## config.mk

```make
export PLATFORM = sky130hd
export DESIGN_NAME = uart_receiver
export DESIGN_NICKNAME = d
export VERILOG_FILES = /design/src/rtl/uart_receiver.sv
export SDC_FILE = /design/constraint.sdc
export NUM_CORES = 1
export LEC_CHECK = 0
export ABC_CLOCK_PERIOD_IN_PS = 5190
export BUFFER_PORTS_ARGS = -buffer_cell sky130_fd_sc_hd__clkbuf_2
export CAP_MARGIN = 20
export CORE_MARGIN = 5
export CORE_UTILIZATION = 45
export DETAILED_ROUTE_END_ITERATION = 8
export GPL_TIMING_DRIVEN = 0
export PLACE_DENSITY = 0.61
export SETUP_SLACK_MARGIN = 0.1
export SYNTH_ARGS = -nofsm -noshare
export SYNTH_HDL_FRONTEND = slang
export SYNTH_SLANG_ARGS = --single-unit
```

## constraint.sdc

```tcl
create_clock -name clk_i -period 5.19 [get_ports clk_i]
set_input_delay 0.7785 -clock clk_i [delete_from_list [all_inputs] [get_ports clk_i]]
set_output_delay 0.7785 -clock clk_i [all_outputs]
set_load 0.03 [all_outputs]
```

## src/rtl/uart_receiver.sv

```systemverilog
// UART receive path: synchronises rx_i, validates the start bit, samples data LSB first
// mid-bit, checks optional parity and 1/2 stop bits, and hands the byte over with valid/ack.
module uart_receiver #(
  parameter int unsigned DIV_SIZE  = 16,
  parameter int unsigned DATA_UART = 8
) (
  input  logic                 clk_i,
  input  logic                 rstn_i,
  input  logic                 en_i,
  input  logic                 stop_bits_i,
  input  logic                 parity_bit_i,
  input  logic                 parity_bit_mode_i,
  input  logic [DIV_SIZE-1:0]  baud_div_i,
  input  logic                 rx_i,
  output logic [DATA_UART-1:0] rx_data_o,
  output logic                 rx_valid_o,
  input  logic                 rx_ack_i,
  output logic                 parity_err_o,
  output logic                 frame_err_o,
  output logic                 overrun_o,
  output logic                 busy_o
);

  localparam int unsigned BcW = $clog2(DATA_UART + 1);
  localparam logic [BcW-1:0] BcLast = BcW'(DATA_UART - 1);

  localparam logic [2:0] StIdle   = 3'd0;
  localparam logic [2:0] StStart  = 3'd1;
  localparam logic [2:0] StData   = 3'd2;
  localparam logic [2:0] StParity = 3'd3;
  localparam logic [2:0] StStop   = 3'd4;

  // Line synchroniser and edge detector
  logic rx_meta_q, rxs_q, rx_prev_q;

  // Receive FSM state
  logic [2:0]           state_q, state_d;
  logic [DIV_SIZE-1:0]  cnt_q, cnt_d;
  logic [BcW-1:0]       bc_q, bc_d;
  logic [DATA_UART-1:0] shift_q, shift_d;
  logic                 par_acc_q, par_acc_d;
  logic                 perr_q, perr_d;
  logic                 ferr_q, ferr_d;
  logic                 stop_idx_q, stop_idx_d;
  logic                 busy_q, busy_d;
  logic                 deliver_q, deliver_d;

  // Per-frame configuration snapshot
  logic                 stop2_q, stop2_d;
  logic                 par_en_q, par_en_d;
  logic                 par_mode_q, par_mode_d;
  logic [DIV_SIZE-1:0]  div_q, div_d;

  // Consumer-facing registers
  logic [DATA_UART-1:0] data_q, data_d;
  logic                 valid_q, valid_d;
  logic                 perr_out_q, perr_out_d;
  logic                 ferr_out_q, ferr_out_d;
  logic                 ovr_q, ovr_d;

  logic fall, cnt_hit, half_hit;

  assign fall     = rx_prev_q & ~rxs_q;
  assign cnt_hit  = (cnt_q == div_q);
  assign half_hit = (cnt_q == (div_q >> 1));

  always_comb begin
    state_d    = state_q;
    cnt_d      = cnt_q;
    bc_d       = bc_q;
    shift_d    = shift_q;
    par_acc_d  = par_acc_q;
    perr_d     = perr_q;
    ferr_d     = ferr_q;
    stop_idx_d = stop_idx_q;
    busy_d     = busy_q;
    deliver_d  = 1'b0;
    stop2_d    = stop2_q;
    par_en_d   = par_en_q;
    par_mode_d = par_mode_q;
    div_d      = div_q;

    unique case (state_q)
      StIdle: begin
        if (en_i && fall) begin
          stop2_d    = stop_bits_i;
          par_en_d   = parity_bit_i;
          par_mode_d = parity_bit_mode_i;
          div_d      = baud_div_i;
          cnt_d      = '0;
          bc_d       = '0;
          par_acc_d  = 1'b0;
          perr_d     = 1'b0;
          ferr_d     = 1'b0;
          stop_idx_d = 1'b0;
          busy_d     = 1'b1;
          // With a one-cycle bit the edge sample already is the mid-bit start sample.
          state_d    = (baud_div_i == '0) ? StData : StStart;
        end
      end

      StStart: begin
        if (half_hit) begin
          cnt_d = '0;
          if (!rxs_q) begin
            state_d = StData;
          end else begin
            busy_d  = 1'b0;
            state_d = StIdle;
          end
        end else begin
          cnt_d = cnt_q + DIV_SIZE'(1);
        end
      end

      StData: begin
        if (cnt_hit) begin
          shift_d   = DATA_UART'({rxs_q, shift_q} >> 1);
          par_acc_d = par_acc_q ^ rxs_q;
          cnt_d     = '0;
          if (bc_q == BcLast) begin
            bc_d    = '0;
            state_d = par_en_q ? StParity : StStop;
          end else begin
            bc_d = bc_q + BcW'(1);
          end
        end else begin
          cnt_d = cnt_q + DIV_SIZE'(1);
        end
      end

      StParity: begin
        if (cnt_hit) begin
          perr_d  = ((par_acc_q ^ rxs_q) != ~par_mode_q);
          cnt_d   = '0;
          state_d = StStop;
        end else begin
          cnt_d = cnt_q + DIV_SIZE'(1);
        end
      end

      StStop: begin
        if (cnt_hit) begin
          cnt_d = '0;
          if (!rxs_q) ferr_d = 1'b1;
          if (stop2_q && !stop_idx_q) begin
            stop_idx_d = 1'b1;
          end else begin
            deliver_d = 1'b1;
            busy_d    = 1'b0;
            state_d   = StIdle;
          end
        end else begin
          cnt_d = cnt_q + DIV_SIZE'(1);
        end
      end

      default: begin
        busy_d  = 1'b0;
        state_d = StIdle;
      end
    endcase
  end

  // Delivery has priority over ack so an ack landing on the delivery cycle keeps the new byte valid.
  always_comb begin
    data_d     = data_q;
    valid_d    = valid_q;
    perr_out_d = perr_out_q;
    ferr_out_d = ferr_out_q;
    ovr_d      = 1'b0;
    if (deliver_q) begin
      data_d     = shift_q;
      perr_out_d = perr_q;
      ferr_out_d = ferr_q;
      valid_d    = 1'b1;
      ovr_d      = valid_q & ~rx_ack_i;
    end else if (rx_ack_i) begin
      valid_d = 1'b0;
    end
  end

  always_ff @(posedge clk_i or negedge rstn_i) begin
    if (!rstn_i) begin
      rx_meta_q <= 1'b1;
      rxs_q     <= 1'b1;
      rx_prev_q <= 1'b1;
    end else begin
      rx_meta_q <= rx_i;
      rxs_q     <= rx_meta_q;
      rx_prev_q <= rxs_q;
    end
  end

  always_ff @(posedge clk_i or negedge rstn_i) begin
    if (!rstn_i) begin
      state_q    <= StIdle;
      cnt_q      <= '0;
      bc_q       <= '0;
      shift_q    <= '0;
      par_acc_q  <= 1'b0;
      perr_q     <= 1'b0;
      ferr_q     <= 1'b0;
      stop_idx_q <= 1'b0;
      busy_q     <= 1'b0;
      deliver_q  <= 1'b0;
      stop2_q    <= 1'b0;
      par_en_q   <= 1'b0;
      par_mode_q <= 1'b0;
      div_q      <= '0;
    end else begin
      state_q    <= state_d;
      cnt_q      <= cnt_d;
      bc_q       <= bc_d;
      shift_q    <= shift_d;
      par_acc_q  <= par_acc_d;
      perr_q     <= perr_d;
      ferr_q     <= ferr_d;
      stop_idx_q <= stop_idx_d;
      busy_q     <= busy_d;
      deliver_q  <= deliver_d;
      stop2_q    <= stop2_d;
      par_en_q   <= par_en_d;
      par_mode_q <= par_mode_d;
      div_q      <= div_d;
    end
  end

  always_ff @(posedge clk_i or negedge rstn_i) begin
    if (!rstn_i) begin
      data_q     <= '0;
      valid_q    <= 1'b0;
      perr_out_q <= 1'b0;
      ferr_out_q <= 1'b0;
      ovr_q      <= 1'b0;
    end else begin
      data_q     <= data_d;
      valid_q    <= valid_d;
      perr_out_q <= perr_out_d;
      ferr_out_q <= ferr_out_d;
      ovr_q      <= ovr_d;
    end
  end

  assign rx_data_o    = data_q;
  assign rx_valid_o   = valid_q;
  assign parity_err_o = perr_out_q;
  assign frame_err_o  = ferr_out_q;
  assign overrun_o    = ovr_q;
  assign busy_o       = busy_q;

endmodule

```

## Word level (Yosys, flattened, before mapping)

Index checks and enable logic that the tools add are counted.
Widths: inputs -> output; s select.

| storage, ports and cells | value |
|---|---|
| bits of input ports | 24 |
| register bits | 71 |
| logic and storage cells | 112 |
| output and inout port bits | 13 |

| cells by class | value |
|---|---|
| equality and inequality tests | 18 |
| bitwise operators | 7 |
| reductions and logical operators | 21 |
| muxes and demuxes | 42 |
| add/sub/neg operators | 2 |

Operators with widths:

| kind | count |
|---|---|
| $mux 16 | 3 |
| $pmux 16 s3 | 1 |
| $mux 3 | 8 |
| $ne 2x2->1 const B | 10 |
| $mux 1 | 18 |
| $add 16x1->16 const B | 1 |
| $eq 16x15->1 | 1 |
| $eq 16x16->1 | 1 |
| $logic_not 16->1 | 1 |
| $pmux 3 s5 | 1 |
| $mux 4 | 3 |
| $pmux 1 s2 | 4 |
| $pmux 4 s2 | 1 |
| $reduce_and 4->1 | 2 |
| $reduce_bool 2->1 | 4 |
| $reduce_and 7->1 | 1 |
| $eq 3x2->1 const B | 2 |
| $reduce_and 2->1 | 3 |
| $reduce_and 3->1 | 2 |
| $reduce_and 6->1 | 1 |
| $add 4x1->4 const B | 1 |
| $eq 4x3->1 const B | 1 |
| $mux 2 | 2 |
| $not 1->1 | 4 |
| other kinds (12) | 14 |

## Longest topological paths before layout

| depth | value |
|---|---|
| depth after elaboration | 5 |
| mapped depth | 8 |
| depth with buffers taken out | 7 |

## Worst setup path after synthesis

OpenSTA, ideal clock, no wires.

| timing | value |
|---|---|
| path kind | register -> register |
| from | register cnt_q[8] |
| to | register state_q[0] |
| cell stages (with the launch flop) | 7 |
| setup time | 0.125 ns |
| slack | 3.055 ns |
| path buffers | 1 |
| period minus slack after synthesis | 2.135 ns |
| data required time | 5.065 ns |
| data arrival time | 2.010 ns |
| cells stage by stage | dfrtp_1 buf_6 xor2_1 or4_4 o41ai_4 a2bb2oi_4 mux2_2 |

| between the ends | value |
|---|---|
| word-level cells in the longest chain between the ends | 3 |
| elaborated cells on any way between the ends | 7 |
| those cells by class | eq/ne (6); reduce/logical (1) |

Ends and longest elaborated chain:

| element | line | RTL |
|---|---|---|
| start, declared | 38 | `logic [DIV_SIZE-1:0] cnt_q, cnt_d;` |
| start signal, assigned | 213 | `cnt_q <= cnt_d;` |
| $eq 16x15->1 / $eq 16x16->1 (equally long branches) | 65, 64 |  |
| $ne 2x2->1 (no line) | n/a |  |
| $reduce_and 7->1 (no line) * | n/a |  |
| end signal, assigned | 197 | `state_q <= StIdle;` |
| end signal, assigned | 212 | `state_q <= state_d;` |
| end, declared | 37 | `logic [2:0] state_q, state_d;` |

Mark *: on every way between the ends. The rest lies on a longest branch, timed or not.
A chain may end at the register's enable or synchronous reset.

## Worst setup path in the final report

| timing | value |
|---|---|
| from | register cnt_q[8] |
| to | register cnt_q[10] |

| between the ends | value |
|---|---|
| word-level cells in the longest chain between the ends | 3 |
| elaborated cells on any way between the ends | 6 |
| those cells by class | add/sub (1); eq/ne (2); mux (3) |

Ends and longest elaborated chain:

| element | line | RTL |
|---|---|---|
| $add 16x1->16 (tied with other cells) | n/a |  |
| $mux 16, on equally long branches | n/a |  |
| $pmux 16 s3 * | 83 | `unique case (state_q)` |

Marked as above.

==> impl_metrics.csv <==
group,metric,value,unit
logic_synthesis,ys_top_cells_by_area,"dfrtp_1, mux2_2, xor2_1, xnor2_1, nor4_1",
logic_synthesis,synth.ff_latch_count,71,
drt,postRouteWirelength,7030,um
cts,holdBufCountCts,0,
sta,post-route-min-period,2.35,ns
sta,period_share,45.2,%
grt,antenna_found_initial,0,
die,dieHeight,98.5,um
die,rows,32,
placement,place_ws,2.67,ns
logic_synthesis,syn_area_per_cell,11.2,um^2
drt,first_pass_iters,4,
die,io_pins,37,
critical_path,critPathMaxStageDelay,0.54,ns
logic_synthesis,synth-async-reset-ratio,100,%
job,max-cap-violations,0,
drt,vias_per_cell,5.15,
sta,finalSetupViolations,0,
sta,finalMaxSlewViolations,0,
cts,clock_latency,0.35,ns
power_and_ir_drop,ir_drop,0.141,mV
cts,cts_sinks,71,
critical_path,cp-end-kind,"flip-flop",
cts,clockRootBuffer,"clkbuf_8",
cts,cts_tree,"done",
critical_path,cp_cell_sequence,"buf_6 -> xor2_1 -> or4_4 -> o41ai_4 -> a2bb2oi_4 -> nor2b_1 -> buf_2 -> nor2_1",
placement,dp_hpwl,5190,um
cts,cts_htree_levels,3,
die,core,7690,um^2
sta,fin_ws,2.84,ns
drt,vias,2415,
finish,nFillCells,711,
logic_synthesis,syn-cell-area,3520,um^2
logic_synthesis,synth_top_area_share,48.3,%
critical_path,worstSetupPathType,"reg2reg",
sta,setup_tns,0,ns
grt,grt_max_degree,57,
critical_path,arrival,2.58,ns
logic_synthesis,synth_warnings,0,
drt,postRouteAntennaNets,0,
sta,slew_headroom,42.2,%
drt,drt_iter0_markers,81,
finish,drive_above_1_share,27.0,%
finish,regArea,1780,um^2
finish,syn_to_final_growth,16.1,%
critical_path,critPathTopFamily,"simple AND/OR/NAND/NOR gates",
finish,multi_input_area,1630,um^2
drt,wl_per_cell,15.0,um
power_and_ir_drop,pwr_density_cell,266,nW/um^2
run_status,status,"finished, final reports clean",
finish,antennaDiodeCount,0,
critical_path,crit_required,5.43,ns
die,fp.dieArea,9700,um^2
cts,ctsResizeCount,0,
worst_hold_path,min_path_type,"in2async",
grt,grt_pass1_vias,2437,
placement,postPlaceCellArea,3860,um^2
logic_synthesis,synth_nets,340,
critical_path,crit_buf_inv,2,
grt,gr-total-overflow,0,
die,start_util,45.8,%
cts,cts_buffers,9,
sta,skew,0.0117,ns
sta,tightest_slew,0.860,ns
cts,cts_buffer_depth,2,
cts,clk_pin_slew,0.08,ns
logic_synthesis,synth_flop_cell,"dfrtp_1",
placement,place_congestion,0.866,
finish,finalNetCount,388,
grt,grt_usage,15.4,%
critical_path,path_max_fanout,7,
sta,final_hold_viol_count,0,
critical_path,slowest_stage,"or4_4",
finish,design_area,4090,um^2
logic_synthesis,synth_edf_count,0,
logic_synthesis,synth_cell_types,44,
sta,fmax,426,MHz
power_and_ir_drop,cellLeakagePower,0.00202,uW
drt,drc,0,
critical_path,crit_path_start_kind,"flip-flop",
logic_synthesis,netlist_instances,314,
placement,portBuffers,36,
finish,final_util,53.2,%
cts,post_cts_buffers,0,
logic_synthesis,yosys.area.top_type,"dfrtp_1",
logic_synthesis,yosysSeqAreaShare,50.5,%
grt,grt_pass1_wl,12000,um
die,die_w,98.5,um
sta,rsz0062_at_grt,"false",
[logic make-up after synthesis]
group / Yosys count / synth area share (%)
XOR/XNOR: 41 / 10.2
flip-flops: 71 / 50.5
AND/OR/NAND/NOR: 88 / 13.5
multiplexers: 39 / 12.4
buffers and inverters: 26 / 3.27
adder cells (fa/ha/maj): 2 / 0.710
AO/OA/AOI/OAI: 47 / 9.41
[metal layers]
layer | vias to the layer above | global-route usage (%) | part of all wire (%)
met5 | - | 0 | 0
met4 | 0 | 6.62 | 1.7
met3 | 11 | 3.04 | 3.4
met2 | 38 | 23.3 | 45
met1 | 1159 | 21.5 | 50
li1 | 1207 | - | -
[worst paths after layout]
check | start | to | slack [ns] | depth (start not counted)
max | cnt_q[8] | cnt_q[10] | 2.84 | 8
min | rstn_i | cnt_q[0] | 0.31 | 1
max reg2reg | cnt_q[8] | cnt_q[10] | 2.84 | 8
min reg2reg | rx_meta_q | rxs_q | 0.37 | 0
max in group asynchronous | rstn_i | rxs_q | 4.29 | 2
min in group clk_i | rx_meta_q | rxs_q | 0.37 | 0
[sequential cells by signal, summed over array words and instances (netlist names), 3 cells and up]
name,cells
rx_data_o,8
bc_q,4
cnt_q,16
div_q,16
state_q,3
shift_q,8
[placed cells by master (no fill, tap or decap), types with 2 or more instances in the layout]
master / netlist / routed
nand2b_1: 6 / 6
buf_2: 2 / 2
o31ai_1: 2 / 2
nor2_1: 14 / 14
xnor2_1: 17 / 17
ha_1: 2 / 2
dfstp_2: 3 / 3
nand2_1: 14 / 14
o21ai_1: 6 / 6
clkinv_4: 0 / 2
a21oi_1: 12 / 12
inv_1: 8 / 8
buf_1: 3 / 3
buf_6: 2 / 2
mux2i_1: 2 / 2
nand4_1: 7 / 7
and2_1: 2 / 2
a211o_1: 2 / 2
o21bai_1: 4 / 4
or3_1: 3 / 3
bufinv_16: 0 / 2
clkbuf_2: 0 / 35
nor4_1: 13 / 13
mux2_2: 35 / 35
a21o_1: 3 / 3
o2bb2ai_1: 2 / 2
xor2_1: 24 / 24
nor3b_1: 2 / 2
nor3_1: 4 / 4
clkbuf_1: 11 / 11
clkbuf_8: 0 / 9
nor2b_1: 3 / 3
mux2_1: 2 / 2
o21ai_0: 10 / 10
and3_1: 6 / 6
dfrtp_1: 68 / 68
nand3_1: 9 / 9
[metrics by stage]
stage	instances	power (uW)	hold slack, ns
final	469	1090	0.315
after global routing	469	1120	0.326
after CTS	469	1100	0.312
after floorplan	314	569	0.345
after detailed placement	453	594	0.354
after global placement	452	591	0.346
[worst reg2reg max path: stages (launching register included)]
cell       delay (ns)
dfrtp_1          0.38
buf_6            0.13
xor2_1           0.16
or4_4            0.54
o41ai_4          0.30
a2bb2oi_4        0.31
nor2b_1          0.16
buf_2            0.19
nor2_1           0.07
[where the power goes]
group / total (uW) / switching, uW / leakage, uW / internal, uW
sequential: 556 / 0.938 / 0.000936 / 555
combinational: 26.2 / 16.5 / 0.000973 / 9.67
clock: 505 / 228 / 0.000112 / 277
total: 1090 / 245 / 0.00202 / 841
[area by class of cell]
| class | count | share of cell area, % |
|---|---|---|
| buffer | 18 | 2.08 |
| clock buffer | 9 | 3.03 |
| clock inverter | 7 | 2.57 |
| inverter | 8 | 0.734 |
| multi-input combinational | 217 | 39.8 |
| sequential | 71 | 43.5 |
| tap | 102 | 3.12 |
| timing repair buffer | 37 | 5.14 |
[cell usage after synthesis (3+ instances only)]
master / count
nand4_1: 7
inv_1: 8
buf_1: 3
o21ai_0: 10
mux2_2: 35
o21ai_1: 6
nand2_1: 14
clkbuf_1: 11
dfrtp_1: 68
a21oi_1: 12
nor2_1: 14
xor2_1: 24
or3_1: 3
xnor2_1: 17
nor4_1: 13
dfstp_2: 3
nor3_1: 4
and3_1: 6
a21o_1: 3
o21bai_1: 4
nand2b_1: 6
nor2b_1: 3
nand3_1: 9
Power figures use the tool's default switching activity.
